### src/rtl/ip_pkg.sv
// Shared IPv4 receive-path definitions: result codes, protocol constants,
// decoder state encoding and the ones'-complement add used by the checksum.
package ip_pkg;

  // Frame result codes reported with IP_DONE
  typedef enum logic [1:0] {
    IP_TYPE_UNSUP = 2'b00,
    IP_TYPE_UDP   = 2'b01,
    IP_TYPE_CSUM  = 2'b10,
    IP_TYPE_TRUNC = 2'b11
  } ip_type_e;

  localparam logic [7:0]  IP_PROTO_UDP   = 8'd17;
  localparam logic [15:0] ETHERTYPE_IPV4 = 16'h0800;
  localparam logic [3:0]  IPV4_MIN_IHL   = 4'd5;
  localparam logic [3:0]  IPV4_VERSION   = 4'd4;
  // Index of the last byte of the fixed 20-byte header
  localparam logic [5:0]  IPV4_BASE_LAST = 6'd19;

  // Gray-coded decoder states, matching the rest of the RX path
  typedef enum logic [2:0] {
    ST_IDLE = 3'b000,
    ST_HDR  = 3'b001,
    ST_OPT  = 3'b011,
    ST_PAY  = 3'b010,
    ST_DROP = 3'b110,
    ST_DONE = 3'b111
  } ip_state_e;

  // 16-bit ones'-complement add with end-around carry folded back in.
  // The folded result cannot carry again (max 0xFFFE + 1).
  function automatic logic [15:0] csum_add(input logic [15:0] a, input logic [15:0] b);
    logic [16:0] s;
    s = {1'b0, a} + {1'b0, b};
    return s[15:0] + {15'd0, s[16]};
  endfunction

endpackage

### src/rtl/ip_csum_acc.sv
// Ones'-complement 16-bit word accumulator with synchronous clear.
// 'sum' is the running total including the word presented this cycle,
// so a caller can test the complete sum on the cycle of its last word.
module ip_csum_acc
  import ip_pkg::*;
(
  input  logic        CLK,
  input  logic        RST,
  input  logic        clr,
  input  logic        add_en,
  input  logic [15:0] word,
  output logic [15:0] sum
);

  logic [15:0] sum_q;
  logic [15:0] sum_d;

  // Running total and next accumulator value; clear wins over add
  always_comb begin
    sum   = add_en ? csum_add(sum_q, word) : sum_q;
    sum_d = clr ? 16'h0000 : sum;
  end

  // Accumulator register
  always_ff @(posedge CLK or posedge RST) begin
    if (RST) sum_q <= 16'h0000;
    else     sum_q <= sum_d;
  end

endmodule

### src/rtl/ipv4_decoder.sv
// Byte-serial IPv4 header decoder. Parses and validates the header, then
// forwards the UDP datagram (trimmed to total_length) one cycle delayed,
// and reports a result code with a one-cycle IP_DONE per frame.
module ipv4_decoder
  import ip_pkg::*;
#(
  parameter logic [31:0] LOCAL_IP = 32'hC0A8_00C7
) (
  input  logic        RST,
  input  logic        CLK,
  input  logic [7:0]  IN_DATA,
  input  logic        IN_DATA_VLD,
  input  logic        IP_EN,
  output logic [7:0]  PAYLOAD_DATA,
  output logic        PAYLOAD_VLD,
  output logic        UDP_EN,
  output logic [31:0] SRC_IP,
  output logic [15:0] PAYLOAD_LEN,
  output logic        IP_DONE,
  output logic [1:0]  IP_TYPE
);

  ip_state_e   state_q, state_d;
  logic [5:0]  cnt_q, cnt_d;        // index of the header byte being sampled
  logic [3:0]  ver_q, ver_d;
  logic [3:0]  ihl_q, ihl_d;
  logic [7:0]  hi_q, hi_d;          // high byte of the current checksum word
  logic [15:0] tlen_q, tlen_d;
  logic [13:0] frag_q, frag_d;      // {MF, DF-less reserved, offset} low 14 bits
  logic [7:0]  proto_q, proto_d;
  logic [31:0] src_q, src_d;
  logic [31:0] dst_q, dst_d;
  ip_type_e    result_q, result_d;  // verdict taken on the last header byte
  logic [15:0] rem_q, rem_d;        // payload bytes still to forward
  logic        first_q, first_d;    // next forwarded byte is the first one
  logic [7:0]  pdata_q, pdata_d;
  logic        pvld_q, pvld_d;
  logic        udp_en_q, udp_en_d;
  logic [31:0] src_ip_q, src_ip_d;
  logic [15:0] plen_q, plen_d;
  logic        done_q, done_d;
  ip_type_e    ip_type_q, ip_type_d;

  logic        in_hdr;
  logic        hdr_start;
  logic        hdr_active;
  logic [5:0]  idx;
  logic [5:0]  last_idx;
  logic        is_last;
  logic [15:0] hdr_len;
  logic [15:0] pay_len;
  logic [31:0] dst_now;
  logic [15:0] csum_word;
  logic [15:0] csum_sum;
  logic        csum_clr;
  logic        csum_add_en;
  logic        ok_ver, ok_len, ok_frag, ok_proto, ok_dst, ok_csum;
  ip_type_e    verdict;

  // Byte position decode and header-length arithmetic
  always_comb begin
    in_hdr     = (state_q == ST_HDR) || (state_q == ST_OPT);
    hdr_start  = (state_q == ST_IDLE) && IP_EN && IN_DATA_VLD;
    hdr_active = hdr_start || (in_hdr && IN_DATA_VLD);
    // Byte 0 is sampled while still in IDLE, on the IP_EN edge
    idx        = in_hdr ? cnt_q : 6'd0;
    // A bad IHL (< 5) still walks the full fixed header before rejecting
    last_idx   = (ihl_q > IPV4_MIN_IHL) ? ({ihl_q, 2'b00} - 6'd1) : IPV4_BASE_LAST;
    is_last    = in_hdr && (cnt_q == last_idx);
    hdr_len    = {10'd0, ihl_q, 2'b00};
    pay_len    = tlen_q - hdr_len;
    // With IHL = 5 the last destination byte is also the last header byte
    dst_now    = (idx == IPV4_BASE_LAST) ? {dst_q[23:0], IN_DATA} : dst_q;
  end

  assign csum_clr    = (state_q == ST_IDLE);
  assign csum_add_en = hdr_active && idx[0];
  assign csum_word   = {hi_q, IN_DATA};

  ip_csum_acc u_csum (
    .CLK    (CLK),
    .RST    (RST),
    .clr    (csum_clr),
    .add_en (csum_add_en),
    .word   (csum_word),
    .sum    (csum_sum)
  );

  // Header checks and result priority: checksum error beats unsupported
  always_comb begin
    ok_ver   = (ver_q == IPV4_VERSION) && (ihl_q >= IPV4_MIN_IHL);
    ok_len   = tlen_q >= (hdr_len + 16'd8);
    ok_frag  = !frag_q[13] && (frag_q[12:0] == 13'd0);
    ok_proto = (proto_q == IP_PROTO_UDP);
    ok_dst   = (dst_now == LOCAL_IP);
    ok_csum  = (csum_sum == 16'hFFFF);
    verdict  = IP_TYPE_UDP;
    if (!ok_csum)
      verdict = IP_TYPE_CSUM;
    else if (!(ok_ver && ok_len && ok_frag && ok_proto && ok_dst))
      verdict = IP_TYPE_UNSUP;
  end

  // Field capture, next state and output strobes
  always_comb begin
    state_d   = state_q;
    cnt_d     = cnt_q;
    ver_d     = ver_q;
    ihl_d     = ihl_q;
    hi_d      = hi_q;
    tlen_d    = tlen_q;
    frag_d    = frag_q;
    proto_d   = proto_q;
    src_d     = src_q;
    dst_d     = dst_q;
    result_d  = result_q;
    rem_d     = rem_q;
    first_d   = first_q;
    pdata_d   = IN_DATA;
    pvld_d    = 1'b0;
    udp_en_d  = 1'b0;
    src_ip_d  = src_ip_q;
    plen_d    = plen_q;
    done_d    = 1'b0;
    ip_type_d = ip_type_q;

    if (hdr_active) begin
      if (!idx[0]) hi_d = IN_DATA;
      case (idx)
        6'd0:  begin ver_d = IN_DATA[7:4]; ihl_d = IN_DATA[3:0]; end
        6'd2:  tlen_d[15:8] = IN_DATA;
        6'd3:  tlen_d[7:0]  = IN_DATA;
        6'd6:  frag_d[13:8] = IN_DATA[5:0];
        6'd7:  frag_d[7:0]  = IN_DATA;
        6'd9:  proto_d      = IN_DATA;
        6'd12, 6'd13, 6'd14, 6'd15: src_d = {src_q[23:0], IN_DATA};
        6'd16, 6'd17, 6'd18, 6'd19: dst_d = {dst_q[23:0], IN_DATA};
        default: ;
      endcase
    end

    case (state_q)
      ST_IDLE: begin
        if (hdr_start) begin
          state_d = ST_HDR;
          cnt_d   = 6'd1;
        end
      end
      ST_HDR, ST_OPT: begin
        if (!IN_DATA_VLD) begin
          state_d   = ST_DONE;
          done_d    = 1'b1;
          ip_type_d = IP_TYPE_TRUNC;
        end else if (is_last) begin
          state_d  = (verdict == IP_TYPE_UDP) ? ST_PAY : ST_DROP;
          result_d = verdict;
          src_ip_d = src_q;
          plen_d   = pay_len;
          rem_d    = pay_len;
          first_d  = 1'b1;
        end else begin
          cnt_d = cnt_q + 6'd1;
          if (cnt_q == IPV4_BASE_LAST) state_d = ST_OPT;
        end
      end
      ST_PAY: begin
        if (!IN_DATA_VLD) begin
          state_d   = ST_DONE;
          done_d    = 1'b1;
          ip_type_d = (rem_q != 16'd0) ? IP_TYPE_TRUNC : IP_TYPE_UDP;
        end else if (rem_q != 16'd0) begin
          // Bytes beyond total_length are Ethernet padding and are dropped
          pvld_d   = 1'b1;
          udp_en_d = first_q;
          first_d  = 1'b0;
          rem_d    = rem_q - 16'd1;
        end
      end
      ST_DROP: begin
        if (!IN_DATA_VLD) begin
          state_d   = ST_DONE;
          done_d    = 1'b1;
          ip_type_d = result_q;
        end
      end
      ST_DONE: begin
        // IP_EN seen here is deliberately ignored
        state_d = ST_IDLE;
      end
      default: state_d = ST_IDLE;
    endcase
  end

  // State and output registers
  always_ff @(posedge CLK or posedge RST) begin
    if (RST) begin
      state_q   <= ST_IDLE;
      cnt_q     <= 6'd0;
      ver_q     <= 4'd0;
      ihl_q     <= 4'd0;
      hi_q      <= 8'd0;
      tlen_q    <= 16'd0;
      frag_q    <= 14'd0;
      proto_q   <= 8'd0;
      src_q     <= 32'd0;
      dst_q     <= 32'd0;
      result_q  <= IP_TYPE_UNSUP;
      rem_q     <= 16'd0;
      first_q   <= 1'b0;
      pdata_q   <= 8'd0;
      pvld_q    <= 1'b0;
      udp_en_q  <= 1'b0;
      src_ip_q  <= 32'd0;
      plen_q    <= 16'd0;
      done_q    <= 1'b0;
      ip_type_q <= IP_TYPE_UNSUP;
    end else begin
      state_q   <= state_d;
      cnt_q     <= cnt_d;
      ver_q     <= ver_d;
      ihl_q     <= ihl_d;
      hi_q      <= hi_d;
      tlen_q    <= tlen_d;
      frag_q    <= frag_d;
      proto_q   <= proto_d;
      src_q     <= src_d;
      dst_q     <= dst_d;
      result_q  <= result_d;
      rem_q     <= rem_d;
      first_q   <= first_d;
      pdata_q   <= pdata_d;
      pvld_q    <= pvld_d;
      udp_en_q  <= udp_en_d;
      src_ip_q  <= src_ip_d;
      plen_q    <= plen_d;
      done_q    <= done_d;
      ip_type_q <= ip_type_d;
    end
  end

  assign PAYLOAD_DATA = pdata_q;
  assign PAYLOAD_VLD  = pvld_q;
  assign UDP_EN       = udp_en_q;
  assign SRC_IP       = src_ip_q;
  assign PAYLOAD_LEN  = plen_q;
  assign IP_DONE      = done_q;
  assign IP_TYPE      = ip_type_q;

endmodule

### config.mk
export PLATFORM = sky130hd
export DESIGN_NAME = ipv4_decoder
export DESIGN_NICKNAME = d
export VERILOG_FILES = /design/src/rtl/ip_pkg.sv /design/src/rtl/ip_csum_acc.sv /design/src/rtl/ipv4_decoder.sv
export SDC_FILE = /design/constraint.sdc
export NUM_CORES = 1
export LEC_CHECK = 0
export BUFFER_PORTS_ARGS = -buffer_cell sky130_fd_sc_hd__buf_2
export CAP_MARGIN = 40
export CORE_ASPECT_RATIO = 0.6
export CORE_UTILIZATION = 25
export DETAILED_ROUTE_END_ITERATION = 6
export PLACE_DENSITY_LB_ADDON = 0.1
export REMOVE_ABC_BUFFERS = 1
export SETUP_SLACK_MARGIN = 0.5
export SYNTH_ARGS = -nofsm -noshare
export SYNTH_HDL_FRONTEND = slang
export SYNTH_SLANG_ARGS = --single-unit
export TNS_END_PERCENT = 5
### constraint.sdc
create_clock -name CLK -period 6.5 [get_ports CLK]
set_input_delay 0.325 -clock CLK [delete_from_list [all_inputs] [get_ports CLK]]
set_output_delay 0.325 -clock CLK [all_outputs]
set_load 0.05 [all_outputs]
* After elaboration in Yosys (flattened, before gate mapping)
Index checks and enable logic that the tools add are counted. W data, S select, Z words.
Word-level totals: register bits 223, bits in latches 0, bits in writable memories 0, ROM bits 0, bits of input ports 12, output and inout bits 61, logic and storage cells 150, memories 0
Operators by class: $add $sub $neg 7, $mul 0, div/mod/pow operators 0, order comparisons 3, equality and inequality tests 35, shifts and indexed selects 0, muxes and demuxes 41, bitwise operators 1, reductions and logical operators 40
Operators with widths (count):
- $mux W16 | 6
- $eq A32 B32 Y1 const B | 1
- $mux W32 | 1
- $pmux W16 S2 | 1
- $eq A6 B4 Y1 const B | 5
- $eq A6 B5 Y1 const B | 5
- $mux W6 | 5
- $ne A2 B2 Y1 const B | 10
- $mux W3 | 6
- $reduce_and A2 Y1 | 9
- $add A16 B16 Y17 | 1
- $add A16 B1 Y16 | 1
- $eq A16 B16 Y1 const B | 1
- $ge A16 B7 Y1 | 1
- $reduce_bool A16 Y1 | 1
- $sub A16 B1 Y16 const B | 1
- $sub A16 B6 Y16 | 1
- $logic_not A13 Y1 | 1
- $mux W1 | 13
- $eq A6 B2 Y1 const B | 2
- $eq A6 B3 Y1 const B | 2
- $pmux W6 S2 | 1
- $reduce_or A4 Y1 | 3
- $logic_and A1 B1 Y1 | 11
- 28 further kinds | 38

* Depth between registers and ports, before layout
depth in word-level cells 14, depth in mapped cells 21, mapped depth without buffers 21

* By module
From an unflattened synthesis, not the netlist that was laid out.
Second synthesis, totals: cell total of the unflattened synthesis 1045, area total of the unflattened synthesis 11208.2 sq um
By module, submodules not included:
- ipv4_decoder | instances 1, cells an instance 822, area each 9313.9 sq um, sequential area each 5180.0 sq um
- ip_csum_acc | instances 1, cells an instance 223, area each 1894.3 sq um, sequential area each 400.4 sq um

* Worst setup path before layout
No wires, ideal clock.
path type reg2reg, start point register u_csum.sum_q[0], end point register result_q[1], setup time 125 ps, arrival time 4334 ps, data required time 6375 ps, slack 2041 ps, stages on the path, launching flop included 22, path buffers 0, clock period less this slack 4459 ps, path through dfrtp_1 ha_1 inv_1 fa_1 nand2b_1 a21oi_2 o31a_1 o21ai_0 a21oi_1 o21ai_0 nand2b_1 a21o_1 ha_1 ha_1 nand4b_2 nor3b_4 nand4_1 a31o_1 nor4_1 nand3_1 or4_1 mux2_4
Between the ends: longest elaborated chain between the ends 5
Ends and longest elaborated chain:
- from (decl) | RTL line ip_csum_acc.sv:15 | logic [15:0] sum_q;
- from (signal assigned) | RTL line ip_csum_acc.sv:27 | else sum_q <= sum_d;
- $add A16 B16 Y17 | RTL line ip_pkg.sv:34 | s = {1'b0, a} + {1'b0, b};
- $add A16 B1 Y16 | RTL line ip_pkg.sv:35 | return s[15:0] + {15'd0, s[16]};
- $mux W16 * | RTL line ip_csum_acc.sv:20 | sum = add_en ? csum_add(sum_q, word) : sum_q;
- $eq A16 B16 Y1 * | RTL line ipv4_decoder.sv:96 | ok_csum = (csum_sum == 16'hFFFF);
- $mux W2 * | RTL line ipv4_decoder.sv:98 | if (!ok_csum)
- to (signal assigned) | RTL line ipv4_decoder.sv:228 | result_q <= result_d;
- to (decl) | RTL line ipv4_decoder.sv:33 | ip_type_e result_q, result_d;
Every way passes the cells marked *; elsewhere a longest branch is shown, timed or not. A chain may end at the register's enable or synchronous reset.

* Worst setup path after layout
start point input IN_DATA[1], end point register result_q[1]
Between the ends: longest elaborated chain between the ends 5
Ends and longest elaborated chain:
- from (decl) | RTL line ipv4_decoder.sv:11 | input logic [7:0] IN_DATA,
- $add A16 B16 Y17 | RTL line ip_pkg.sv:34
- $add A16 B1 Y16 | RTL line ip_pkg.sv:35
- $mux W16 | RTL line ip_csum_acc.sv:20
- $eq A16 B16 Y1 | RTL line ipv4_decoder.sv:96
- $mux W2 | RTL line ipv4_decoder.sv:98
Every way passes these cells.

==> flow_summary_export.csv <==
group,metric,value,unit
clock_network,clk_pin_slew,0.06,ns
critical_path,cp_max_fo,5,
clock_network,cts-root-buf,"clkbuf_16",
cells_and_area,antenna_cells,0,
global_routing,antenna_found_initial,0,
clock_network,htree_levels,1,
floorplan,io-pin-count,73,
cells_and_area,layout_common_cells,"223 x dfrtp_1, 147 x mux2_2, 75 x nor2_1, 72 x buf_2, 52 x nand2_1",
critical_path,start_kind,"input port",
timing,maxSlewViolCount,0,
floorplan,dieArea,45100,um^2
routing,detail_route.first_pass.iterations,5,
clock_network,cts_tree,"done",
cells_and_area,final_cells,1640,
timing,setup_tns,0,ns
timing,tightestPinTransition,0.850,ns
critical_path,critPathKind,"input port to flip-flop",
clock_network,clk-insertion-delay-late,0.53,ns
synth,synth_warnings,0,
synth,synth_cell_types,86,
synth,synth_cells,979,
floorplan,die_h,165,um
placed_design,dpl.hpwl,20.4,mm
synth,synth_edf_count,0,
floorplan,rows,59,
synth,synth_flop_cell,"dfrtp_1",
global_routing,grt.overflow.total,0,
timing,maxSlewHeadroom,42.8,%
cells_and_area,fin_area,12900,um^2
placed_design,gp_congestion,0.802,
critical_path,crit_slowest_cell,"dlygate4sd3_1",
run,cap_violations,0,
cells_and_area,final_common_cell,"dfrtp_1",
timing,period_needed,5.55,ns
global_routing,grt_pass1_wl,47.1,mm
critical_path,required,6.91,ns
timing,finalCritPeriodShare,85.3,%
cells_and_area,seqCellArea,5580,um^2
clock_network,cts_sinks,223,
clock_network,cts_buffers,24,
clock_network,clock_path_buffers,3,
synth,async_flop_share,100,%
cells_and_area,multi_input_area,5180,um^2
routing,wirelength,29.7,mm
timing,fmax,180,MHz
synth,syn_area_per_cell,11.3,um^2
routing,drt_iter0_drc,524,
synth,ys_ff_latch,223,
placed_design,place_area,12100,um^2
timing,finalClockSkew,0.0124,ns
run_status,status,"complete, no violations",
global_routing,grt_max_degree,135,
synth,seq_area_frac_synth,50.5,%
routing,wl_per_cell,18.1,um
power_and_ir_drop,leakagePower,6.03,nW
routing,dr_total_vias,7612,
hold_path,hp-class,"input port to flip-flop",
floorplan,coreArea,43500,um^2
critical_path,cp_data_arrival_time,5.96,ns
floorplan,die-width,273,um
synth,synth_area,11000,um^2
critical_path,max_stage_delay,0.52,ns
timing,finalHoldViolations,0,
timing,rsz0062_at_grt,"no",
global_routing,grt_util_all_layers,13.5,%
power_and_ir_drop,p_per_area,445,nW/um^2
power_and_ir_drop,finalPower,5.73,mW
cells_and_area,drive_gt1_share,28.7,%
routing,ant_nets,0,
cells_and_area,area_delta_synth_final,16.7,%
critical_path,cp-end-kind,"flip-flop",
placed_design,place_inst,1597,
cells_and_area,n_fill_cell,4471,
power_and_ir_drop,ir_drop,165,uV
routing,routed_via_density,4.64,
cells_and_area,fin_nets,1093,
critical_path,crit_chain,"dlygate4sd3_1 > buf_2 > clkinv_1 > fa_1 > nand2b_1 > a21oi_2 > o31a_1 > o21ai_0 > a21oi_1 > o21ai_0 > nand2b_1 > a21o_1 > ha_1 > ha_1 > nand4b_2 > nor3b_4 > nand4_1 > a31o_1 > nor4_1 > nand3_1 > or4_1 > mux2_4",
timing,setup_viol_count_final,0,
routing,drc_errors,0,
global_routing,grt_pass1_vias,7522,
floorplan,start_util,25.4,%
placed_design,io_buffer_count,72,
[path summary, 6_finish.rpt]
check / depth (start not counted) / slack, ns / from / endpoint
setup reg to reg: 21 / 1.01 / u_csum.sum_q[0]$_DFF_PP0_ / result_q[1]$_DFFE_PP0P_
hold reg to reg: 1 / 0.47 / first_q$_DFFE_PP0P_ / first_q$_DFFE_PP0P_
setup / recovery: 22 / 0.95 / IN_DATA[1] / result_q[1]$_DFFE_PP0P_
hold / removal: 1 / 0.11 / IN_DATA[7] / PAYLOAD_DATA[7]$_DFF_PP0_
max in group asynchronous: 4 / 4.84 / RST / PAYLOAD_VLD$_DFF_PP0_
min in group asynchronous: 3 / 0.45 / RST / SRC_IP[6]$_DFFE_PP0P_
[synth_stat cells, drive strengths merged (3+ instances only)]
master,n,area share (%)
nand2,52,1.8
a31oi,3,0.17
nor2,79,2.8
nor4b,6,0.48
a211oi,12,0.86
a22o,4,0.32
mux2i,6,0.58
xnor2,20,1.7
o22ai,7,0.40
a21oi,47,2.2
fa,3,0.54
nor3,22,1.0
inv,28,0.95
nand4,18,1.1
a21o,4,0.27
or3,8,0.50
and3,10,0.57
a211o,4,0.32
nand3,17,0.77
mux2,148,15
o211ai,4,0.32
buf,17,0.78
dfrtp,223,51
nor2b,9,0.51
or4,5,0.34
xor2,18,1.5
nand2b,11,0.62
nor4,19,1.1
o21ai,52,2.4
nand4b,3,0.29
clkbuf,31,1.1
o31a,4,0.32
o21a,5,0.34
and2,8,0.46
ha,32,3.6
a31o,3,0.24
[logic make-up (layout without fill, tap and decap cells)]
family | after synthesis | after routing | share of synthesized area [%]
AND/OR/NAND/NOR | 278 | 278 | 13.3
flip-flops | 223 | 223 | 50.5
AO/OA/AOI/OAI | 174 | 174 | 10.3
multiplexers | 154 | 154 | 15.7
buffers and inverters | 77 | 159 | 2.82
XOR/XNOR | 38 | 38 | 3.15
adder cells (fa/ha/maj) | 35 | 35 | 4.17
[flip-flops by register name, indices dropped and copies added (netlist names), 14 cells and up, named ones only]
name          flops
tlen_q           16
PAYLOAD_LEN      16
frag_q           14
src_q            32
u_csum.sum_q     16
rem_q            16
dst_q            32
SRC_IP           32
[where the power goes]
part           internal, mW  switching [mW]
Combinational         0.913            1.48
Clock                 0.801           0.593
Sequential             1.66           0.282
Total                  3.37            2.36
[through the flow]
step | hold WS (ns) | utilization (%) | setup slack [ns]
2_1_floorplan | 0.356 | - | 0.0689
3_3_place_gp | 0.458 | 27.8 | 1.07
3_5_place_dp | 0.461 | 27.8 | 0.984
4_1_cts | 0.0843 | 29.7 | 0.987
5_1_grt | 0.0755 | 29.7 | 0.545
6_report | 0.115 | 29.7 | 0.954
[per-layer routing]
metal | share of wire (%) | vias to the layer above | GRT usage (%)
met5 | 0 | - | 0
met4 | 1.3 | 0 | 2.39
met3 | 3.9 | 27 | 2.66
met2 | 39 | 121 | 18.4
met1 | 55 | 3779 | 21.6
li1 | - | 3685 | -
[repair_timing]
action | 4_1_cts | 5_1_grt
setup buffers | 0 | 0
hold buffers | 2 | 0
hold endpoints to repair | 90 | 0
resized for setup | 0 | 0
setup endpoints to repair | 0 | 0
[worst max-delay path, delay by kind of cell]
| family | cells | cell delay (ns) |
|---|---|---|
| AOI/OAI and AO/OA | 7 | 1.51 |
| muxes | 1 | 0.26 |
| and+or+nand+nor | 8 | 2.11 |
| buffers and inverters | 3 | 0.86 |
| adders and majority gates | 3 | 0.88 |
[layout make-up]
type	instances	area share [%]
sequential	223	43.3
multi-input combinational	679	40.2
clock inverter	11	0.922
inverter	29	0.902
timing repair buffer	89	3.95
clock buffer	30	5.14
tap	579	5.62
No activity file was read; power rests on OpenSTA's default activity.
